--- config.mk ---
export PLATFORM = sky130hd
export DESIGN_NAME = rob_alloc
export DESIGN_NICKNAME = d
export VERILOG_FILES = /design/src/rtl/rob_alloc.sv
export SDC_FILE = /design/constraint.sdc
export NUM_CORES = 1
export LEC_CHECK = 0
export ABC_AREA = 1
export BUFFER_PORTS_ARGS = -buffer_cell sky130_fd_sc_hd__buf_2
export CAP_MARGIN = 10
export CORE_AREA = 4 4 61 49
export CTS_CLUSTER_DIAMETER = 100
export DETAILED_ROUTE_END_ITERATION = 8
export DIE_AREA = 0 0 65 53
export GPL_TIMING_DRIVEN = 1
export PLACE_DENSITY = 0.74
export SYNTH_ARGS = -nofsm -noshare
export SYNTH_HDL_FRONTEND = slang
export SYNTH_SLANG_ARGS = --single-unit
--- constraint.sdc ---
create_clock -name clk -period 2 [get_ports clk]
set_clock_uncertainty 0.2 [all_clocks]
set_input_delay 0.1 -clock clk [delete_from_list [all_inputs] [get_ports clk]]
set_output_delay 0.1 -clock clk [all_outputs]
set_load 0.1 [all_outputs]
--- src/rtl/rob_alloc.sv ---
// In-order ROB allocator/commit sequencer: ids issued at tail, retired at head in program order.
// Writeback-to-commit latency 1 cycle (0 with ROB_WB_COMMIT_BYPASS_EN); decode stalls on rob_full.
module rob_alloc #(
  parameter int ROB_DEPTH = 4,
  localparam int ROB = $clog2(ROB_DEPTH)
) (
  input  logic           clk,
  input  logic           reset,
  input  logic           flush_,
  input  logic           dec_e_,
  input  logic           dec_invalid,
  output logic [ROB-1:0] dec_rob_id,
  output logic           rob_full,
  output logic           rob_empty,
  output logic [ROB:0]   rob_count,
  input  logic           wb_e_,
  input  logic [ROB-1:0] wb_rob_id,
  output logic           commit_e_,
  output logic [ROB-1:0] com_rob_id,
  output logic           com_exc
);

  logic [ROB-1:0]       head_q, head_d, tail_q, tail_d;
  logic [ROB:0]         count_q, count_d;
  logic [ROB_DEPTH-1:0] valid_q, valid_d, done_q, done_d, exc_q, exc_d;
  logic                 alloc, wb_hit, head_ready, commit;

  always_comb begin
    rob_full  = (count_q == (ROB+1)'(ROB_DEPTH));
    rob_empty = (count_q == '0);
    alloc     = !dec_e_ && !rob_full;
    wb_hit    = !wb_e_ && valid_q[wb_rob_id];
`ifdef ROB_WB_COMMIT_BYPASS_EN
    head_ready = valid_q[head_q] && (done_q[head_q] || (!wb_e_ && (wb_rob_id == head_q)));
`else
    head_ready = valid_q[head_q] && done_q[head_q];
`endif
    commit = head_ready && flush_;
  end

  always_comb begin
    dec_rob_id = tail_q;
    rob_count  = count_q;
    commit_e_  = !commit;
    com_rob_id = head_q;
    com_exc    = commit && exc_q[head_q];
  end

  always_comb begin
    head_d  = head_q;
    tail_d  = tail_q;
    count_d = count_q;
    valid_d = valid_q;
    done_d  = done_q;
    exc_d   = exc_q;
    if (!flush_) begin
      head_d  = '0;
      tail_d  = '0;
      count_d = '0;
      valid_d = '0;
      done_d  = '0;
      exc_d   = '0;
    end else begin
      if (wb_hit) done_d[wb_rob_id] = 1'b1;
      if (alloc) begin
        valid_d[tail_q] = 1'b1;
        done_d[tail_q]  = dec_invalid;
        exc_d[tail_q]   = dec_invalid;
        tail_d          = tail_q + ROB'(1);
      end
      // Retirement clears last so a same-cycle writeback to head cannot leave a stale done bit.
      if (commit) begin
        valid_d[head_q] = 1'b0;
        done_d[head_q]  = 1'b0;
        exc_d[head_q]   = 1'b0;
        head_d          = head_q + ROB'(1);
      end
      if (alloc && !commit)      count_d = count_q + (ROB+1)'(1);
      else if (commit && !alloc) count_d = count_q - (ROB+1)'(1);
    end
  end

  always_ff @(posedge clk) begin
    if (reset) begin
      head_q  <= '0;
      tail_q  <= '0;
      count_q <= '0;
      valid_q <= '0;
      done_q  <= '0;
      exc_q   <= '0;
    end else begin
      head_q  <= head_d;
      tail_q  <= tail_d;
      count_q <= count_d;
      valid_q <= valid_d;
      done_q  <= done_d;
      exc_q   <= exc_d;
    end
  end

endmodule

Word level (Yosys, flattened, before mapping)
Cells that the tools add are included.

Input bits: 8. Bits in registers: 19. Word-level logic and storage cells: 71. Output and inout port bits: 11.

Magnitude comparators: 6. Bitwise gates (word level): 7. Equal/unequal tests: 1. Reduce and logical (&&, ||, !) cells: 18. $add $sub $neg: 4. Muxes and demuxes: 29.

Operators by type and width (number): 2-to-1 mux 4 bit (11); bitwise AND 4 bit (3); logical AND 1 bit (10); less-than comparator 2 x 3 -> 1 bit, second input constant (3); binary-select mux 1 bit (select 2 bit) (4); bitwise mux 4 bit (2); OR 4 bit (2); 2-to-1 mux 1 bit (7); demux 1 bit (select 2 bit) (3); >= comparator 2 x 1 -> 1 bit, second input constant (3); 2-to-1 mux 3 bit (2); zero test 1 bit (5); adder 2 x 1 -> 2 bit, second input constant (2); inverter 4 bit (1); adder 3 x 1 -> 3 bit, second input constant (1); equality test 3 bit, second input constant (1); zero test 3 bit (1); subtractor 3 x 1 -> 3 bit, second input constant (1); nonzero test 2 bit (1); OR reduction 2 bit (1); inverter 1 bit (1).

Logic depth before layout (Yosys ltp)
Gate-level depths: netlist of run 1.

Depth in word-level cells: 12. Depth in mapped cells: 13. Mapped depth without buffers: 13.

Worst setup path before layout of run 1
OpenSTA, ideal clock, no wires.

Kind: reg2out. From: reg head_q[0], in the netlist com_rob_id[0]. To: out com_exc. Cell stages (with the launch flop): 5. Setup slack: -1.617 ns. Path buffers: 0. Required time: 1.700 ns. Arrival: 3.317 ns. Cell sequence: dfxtp_1 nand3_1 nand3_4 nand2_4 a21oi_1.

Word-level cells in the longest chain between the ends: 5. Elaborated cells on any way between the ends: 9. Classes of those cells: 6 x mux; 3 x reduce/logical.

RTL lines: start, declared (RTL line 23) `logic [ROB-1:0] head_q, head_d, tail_q, tail_d;`; start signal, assigned (RTL line 85) `head_q <= '0;`; start signal, assigned (RTL line 92) `head_q <= head_d;`; binary-select mux 1 bit (select 2 bit) (RTL line 36) `head_ready = valid_q[head_q] && done_q[head_q];`; 2-to-1 mux 1 bit (not written as such) (RTL line 36); logical AND 1 bit (RTL line 36); logical AND 1 bit (RTL line 38) `commit = head_ready && flush_;`; logical AND 1 bit * (RTL line 46) `com_exc = commit && exc_q[head_q];`; end, declared (RTL line 20) `output logic com_exc`.

Mark *: on every way between the ends. The rest lies on a longest branch, timed or not. The select of a mux whose other input is x is not followed.

Final worst setup path of run 1
From: reg head_q[0], in the netlist com_rob_id[0]. To: reg count_q[2], in the netlist rob_count[2].

Word-level cells in the longest chain between the ends: 7. Elaborated cells on any way between the ends: 11. Classes of those cells: 5 x mux; 6 x reduce/logical.

RTL lines: binary-select mux 1 bit (select 2 bit) (RTL line 36); 2-to-1 mux 1 bit (not written as such) (RTL line 36); logical AND 1 bit * (RTL line 36); logical AND 1 bit * (RTL line 38); zero test 1 bit (RTL line 78) `if (alloc && !commit) count_d = count_q + (ROB+1)'(1);`; logical AND 1 bit (RTL line 78); 2-to-1 mux 3 bit / nonzero test 2 bit (equally long branches); end signal, assigned (RTL line 94) `count_q <= count_d;`; end, declared (RTL line 24) `logic [ROB:0] count_q, count_d;`.

Marked as above. A chain may end at the register's enable or synchronous reset.

==> results of run 1 <==
worst max-delay path, stage by stage, from the launching register on:
cell     delay [ps]
dfxtp_4         410
inv_6            50
nand3_2          60
nand3_2          60
nand2_2          80
inv_4            50
nand2_8          50
ha_4            130
inv_4            40
fa_2            370
a21oi_2         150
o21ai_2          70
o21ai_1         130
a21oi_1          50
Yosys cell counts (all sizes together):
| library cell | count |
|---|---|
| buf | 1 |
| nand3b | 1 |
| nor2 | 15 |
| nand2 | 30 |
| nor3 | 1 |
| o21ai | 11 |
| dfxtp | 19 |
| nand3 | 15 |
| nand4 | 2 |
| ha | 9 |
| fa | 1 |
| a21oi | 17 |
| inv | 26 |
metrics by stage:
stage	hold WS (ps)	cell area (µm²)	instances	utilization	setup WS, ps
6_report	4.61	1470	217	0.599	-2.66
5_1_grt	51.5	1470	217	0.599	-140
4_1_cts	5.42	1410	210	0.572	0.0873
3_5_place_dp	239	1370	205	0.557	14.3
3_3_place_gp	228	1370	205	0.557	73.5
2_1_floorplan	80.6	1200	148	-	-296
repair_timing:
item                                   CTS  global route
setup endpoints to repair                0             2
endpoints found under the hold margin    5             0
buffers inserted                         0             7
hold buffers                             1             0
gates resized for setup                  0             5
power by group:
| group | leakage (nW) | internal (mW) | switching (mW) |
|---|---|---|---|
| clock network | 0.0150 | 0.0778 | 0.120 |
| logic | 0.474 | 0.0484 | 0.129 |
| registers | 0.159 | 0.384 | 0.0111 |
final timing paths:
check / start / to / cells after the start
worst max-delay path: com_rob_id[0] / rob_count[2] / 13
worst min-delay path: wb_e_ / done_q[3] / 6
worst max register to register: com_rob_id[0] / rob_count[2] / 13
worst min register to register: exc_q[3] / exc_q[3] / 2
cells by family after synthesis:
group           after synthesis  synth area share
simple gates                 64             0.325
flops                        19             0.336
buf+inv                      27            0.0927
compound gates               28             0.130
fa+ha+maj                    10             0.117
layout make-up:
cell class / instances / area, µm²
Fill cell: 207 / 988
Multi-Input combinational cell: 102 / 693
Sequential cell: 19 / 402
Timing Repair Buffer: 30 / 198
Inverter: 26 / 110
Tap cell: 36 / 45.0
Clock buffer: 4 / 26.3
layer usage:
metal  routed length (µm)  part of all wire
met2                 1080              0.43
met1                 1220              0.49
met3                  143             0.057
met5                    0                 0
met4                   66             0.026
state kept, by name (all words and copies together) (netlist names):
signal and cells:
dec_rob_id 2, valid_q 4, exc_q 4, rob_count 3
done_q 4, com_rob_id 2
==> results.md, run 1 <==
* Post-DRT Antenna Nets at 0
* Critical path startpoint category: register
* Routed WL at about 2500 µm
* Post-synthesis cell area at roughly 1100 µm²
* Residual DRC at 0
* Final Hold Fails at 0
* Vias per cell at between 4 and 5
* Starting Density at 0.460
* Total power at slightly below 0.8 mW
* Most frequent cells in the layout: 22 x nand2_1, 21 x inv_1, 17 x buf_2
* Layout net count at 200
* Initial antenna violation count at 0
* Num CTS Buffers at 3
* Clock transition at path regs at roughly 110 ps
* Crit Path Category: reg -> reg
* Area of the core at about 2500 µm²
* Arrival time worst endpoint at ~2000 ps
* Clk buf depth at 2
* Met1 GRT Util at 0.212
* Min Tclk post-route at roughly 2000 ps
* DR iter-0 viols at 47
* Tcrit/Tclk final at 1.00
* Vias at about 1,100
* Capturing element type of the critical path: register
* GRT Overall Usage at 0.156
* P&R area growth vs syn at 30.0%
* CTS root buf: clkbuf_4
* IO Pins at 19
* Die W at 65 µm
* GP Congestion at 0.838
* Met2 Use GR at 0.234
* LEAKAGE at 0.648 nW
* Final HPWL DP at ~2000 µm
* Final setup fails at 1
* Met3 usage in global routing at 0.0425
* First-pass DRT Iterations at 4
* VDD IR-drop max at roughly 0.35 mV
* Layout cell share with drive strength beyond 1 at 0.392
* Die ar. at approximately 3400 µm²
* Top-area cell type share of the netlist area at 0.336
* Failing checks: negative setup slack
* Worst slew pin tran at 488 ps
* Status: complete, but fails checks
* # diodes at 0
* Cell taking the most area after synthesis: dfxtp_1
* Top Usage Layer GRT: met2
* Fmax achieved at 0.499 GHz
* Count of cell types in the netlist at 21
* Gr ovfl total at 0
* Clock latency on the worst-skew pair at around 300 ps
* H-tree Lvls at 1
* Relative slew slack at 0.677
* Yosys warnings at 0
* Largest net degree at the start of global routing at 12
* Largest cells by area after synthesis: dfxtp_1 34%, ha_1 9.9%, inv_1 7.3%, nand2_1 7.3%, nand3_2 7.1%
* Clock Sinks at 19
* Unrepaired setup endpoints after global routing: true
* Final Max Slew Viols at 0
* Port Buffers at 18
* Die boundary height at 53 µm
* CTS tree: built
* Worst R2R Setup Slack at -3 ps
* Setup TNS at -2.66 ps
* Worst Hold Class: in -> reg
* Most common cell after layout, fill and taps aside: nand2_1
* Post-Syn Instances at 148
* Seq/Total Area, Yosys at 0.336
* Wire per inst at roughly 12 µm
* First-pass GRT wire length at 4060 µm
* Vias in the first global route at 931
* #FFs+latches synth at 19
* Max-cap violations at 0
* Mapped Nets at roughly 170
* P per Cell Area at 523 nW/µm²
* Post-Syn Area per Cell at ~7.7 µm²
* Worst EP required at around 2000 ps
* Critical path fanouts, max at 8
* Worst Slack Setup Final at -2.66 ps
* Site Rows at 16
No activity file was read; power rests on OpenSTA's default activity.
==> run 2, diff against run 1 <==
- ABC_AREA: 1 -> not set
- CORE_AREA: 4 4 61 49 -> 2 2 59 47
- DIE_AREA: 0 0 65 53 -> 0 0 61 49
- PLACE_DENSITY: 0.74 -> 0.71
- clock period: 2 -> 2.22 ns (I/O delays scaled with it)
==> run 2 against run 1 <==
Against the previous run: the flow still finishes with violations (negative setup slack); via count grew 2.0%; power shrank 8.2%; die area decreased by 13%; largest power group unchanged; highest routed layer unchanged.
==> results.md, run 2 <==
* Max-cap violations at 0 (unchanged)
* P&R area growth vs syn at 34.6%
* Yosys warnings at 0 (unchanged)
* First-pass GRT wire length at 4840 µm (+19%)
* Met3 usage in global routing at 0.0477 (+0.00528)
* Most common cell after layout, fill and taps aside: buf_4
* Top Usage Layer GRT: met2
* R2R depth at 9 (-4)
* Vias per cell at 5.56 (+15%)
* Fin cells at 193 (-11%)
* Reg2reg start: done_q[0]
* Post-Syn Area per Cell at 9.42 µm² (+23%)
* Wire per inst at 15.1 µm (+31%)
* CTS tree: built
* Die W at 61 µm (-6.2%)
* Largest cells by area after synthesis: dfxtp_1 33%, ha_1 9.9%, a211oi_1 7.9%, a21oi_1 3.5%, a221oi_1 3.1%
* #FFs+latches synth at 19 (unchanged)
* Most frequent cells in the layout: 19 x buf_4, 15 x buf_2, 12 x a211oi_1
* Critical path, cell by cell: and2_4 > mux4_2 > nand2_8 > ha_4 > inv_2 > fa_2 > xor2_1 > or3_1 > a21oi_2
* Final Max Slew Viols at 0 (unchanged)
* Layout cell share with drive strength beyond 1 at 0.401 (+0.00901)
* Critical path startpoint category: register
* Post-DRT Antenna Nets at 0 (unchanged)
* Clk buf depth at 2 (unchanged)
* Layout net count at 176 (-12%)
* Hold Crit Depth at 4 (-2)
* GRT Overall Usage at 0.216 (+0.0598)
* Final HPWL DP at 2140 µm (+7.2%)
* Slowest stage delay, CP at 540 ps (+130 ps)
* Arrival time worst endpoint at 2520 ps (+520 ps)
* Unrepaired setup endpoints after global routing: true
* Commonest cells post-synth: 19 x dfxtp_1, 12 x a211oi_1, 9 x ha_1, 8 x a21oi_1, 8 x inv_1
* Area of the core at 2460 µm² (unchanged)
* Clock transition at path regs at 120 ps (about the same)
* Die ar. at 2990 µm² (-13%)
* # diodes at 0 (unchanged)
* WP buf/inv at 1 (-2)
* Top-area cell type share of the netlist area at 0.334 (-0.00184)
* Worst Hold End: done_q[0]
* Fmax achieved at 0.404 GHz (-19%)
* Total power at 0.707 mW (-8.2%)
* Tcrit/Tclk final at 1.12 (+0.115)
* Cell taking the most area after synthesis: dfxtp_1
* Capturing element type of the critical path: register
* Largest regs: done_q (4), exc_q (4), valid_q (4)
* Worst Slack Setup Final at -258 ps (-255 ps)
* Final setup fails at 2 (+1)
* CTS root buf: clkbuf_4
* Post-Syn Instances at 121 (-18%)
* P per Cell Area at 461 nW/µm² (-12%)
* Seq/Total Area, Yosys at 0.334 (-0.00184)
* Mapped Nets at 139 (-16%)
* Starting Density at 0.463 (+0.00254)
* Vias at 1,074 (+2.0%)
* Critical path fanouts, max at 2 (-6)
* Site Rows at 16 (unchanged)
* Largest net degree at the start of global routing at 16 (+4)
* Min Tclk post-route at 2480 ps (+475 ps)
* Asr flop ratio synth at 0 (unchanged)
* Placed Cells at 184 (-10%)
* Relative slew slack at 0.583 (-0.0934)
* DR iter-0 viols at 28 (-40%)
* Final Hold Fails at 0 (unchanged)
* R2R Path End: rob_count[2]
* Count of cell types in the netlist at 38 (+81%)
* Clock Sinks at 19 (unchanged)
* Failing checks: negative setup slack
* Crit Path Category: reg -> reg
* IO Pins at 19 (unchanged)
* H-tree Lvls at 1 (unchanged)
* Critical Path Slowest Stage Cell: mux4_2
* VDD IR-drop max at 0.404 mV (+16%)
* Status: complete, but fails checks
* HP Start: wb_rob_id[0]
* Clock latency on the worst-skew pair at 310 ps (about the same)
* First-pass DRT Iterations at 4 (unchanged)
* Initial antenna violation count at 0 (unchanged)
* Met2 Use GR at 0.337 (+0.103)
* Routed WL at 2920 µm (+16%)
* LEAKAGE at 0.623 nW (-3.8%)
* Port Buffers at 18 (unchanged)
* # fillers at 219 (+5.8%)
* Most used DFF post-synth: dfxtp_1
* Top delay family on crit path: simple AND/OR/NAND/NOR gates
* Die boundary height at 49 µm (-7.5%)
* Worst slew pin tran at 625 ps (+137 ps)
* Vias in the first global route at 1,065 (+14%)
* Gr ovfl total at 0 (unchanged)
* Worst Hold Class: in -> reg
* Num CTS Buffers at 3 (unchanged)
* Post-synthesis cell area at 1140 µm² (+0.55%)
* Post-synth EDFFs at 0 (unchanged)
* Residual DRC at 0 (unchanged)
* Met1 GRT Util at 0.295 (+0.0831)
* Worst EP required at 2260 ps (+260 ps)
* Count leader, synth: dfxtp_1
* Worst R2R Setup Slack at -260 ps (-260 ps)
* GP Congestion at 0.850 (+1.5%)
[run 2: through the flow]
| stage | TNS, ps | hold WS (ps) | setup WS, ps | util | instance area (µm²) |
|---|---|---|---|---|---|
| final | -336 | 61.0 | -258 | 0.623 | 1530 |
| after global routing | -535 | 112 | -336 | 0.623 | 1530 |
| after CTS | -312 | 58.5 | -221 | 0.617 | 1520 |
| after detailed placement | -225 | 268 | -213 | 0.586 | 1440 |
| after global placement | -157 | 247 | -157 | 0.586 | 1440 |
| after floorplan | -950 | 92.1 | -583 | - | 1210 |
[run 2: how the worst max path moves through the flow]
stage	start	to	cells past startpoint
after floorplan	com_rob_id[0]	rob_count[2]	10
after global placement	done_q[0]	rob_count[2]	9
after detailed placement	done_q[1]	rob_count[2]	9
after CTS	done_q[0]	rob_count[2]	9
after global routing	done_q[0]	rob_count[2]	9
final	done_q[0]	rob_count[2]	9
[run 2: layout make-up]
class | count | area, µm² | share of cell area
clock buffers | 4 | 26.3 | 0.0171
inverters | 9 | 36.3 | 0.0237
multi-input cells | 86 | 734 | 0.479
flip-flops and latches | 19 | 403 | 0.263
well taps | 36 | 45.0 | 0.0294
repair buffers | 39 | 289 | 0.188
[run 2: where the power goes]
part           switching, mW  total (mW)  leakage [nW]  internal [mW]
Combinational          0.114       0.168         0.449         0.0545
Sequential           0.00873       0.354         0.159          0.345
Clock                  0.114       0.185        0.0150         0.0702
[run 2: cell families after synthesis]
kind of cell	synth area share
muxes	0.0604
and+or+nand+nor	0.175
AOI/OAI and AO/OA	0.236
buffers and inverters	0.0637
xor gates and xnor gates	0.0154
DFF	0.334
adders and majority gates	0.116
[run 2: worst register-to-register path, stage by stage (launching register included)]
cell	delay (ps)
dfxtp_2	340
and2_4	150
mux4_2	540
nand2_8	90
ha_4	120
inv_2	30
fa_2	320
xor2_1	160
or3_1	330
a21oi_2	120
[run 2: timing repair]
item,4_1_cts,5_1_grt
endpoints found under the hold margin,7,0
buffers inserted,2,1
pin swaps,1,0
gates resized for setup,7,2
hold buffers,2,0
endpoints found under the setup margin,3,3
[run 2: per-layer routing]
metal  routed length, µm  vias up
li1                    -      524
met1                1350      510
met2                1360       36
met3                 182        4
met4                  31        0
met5                   0        -
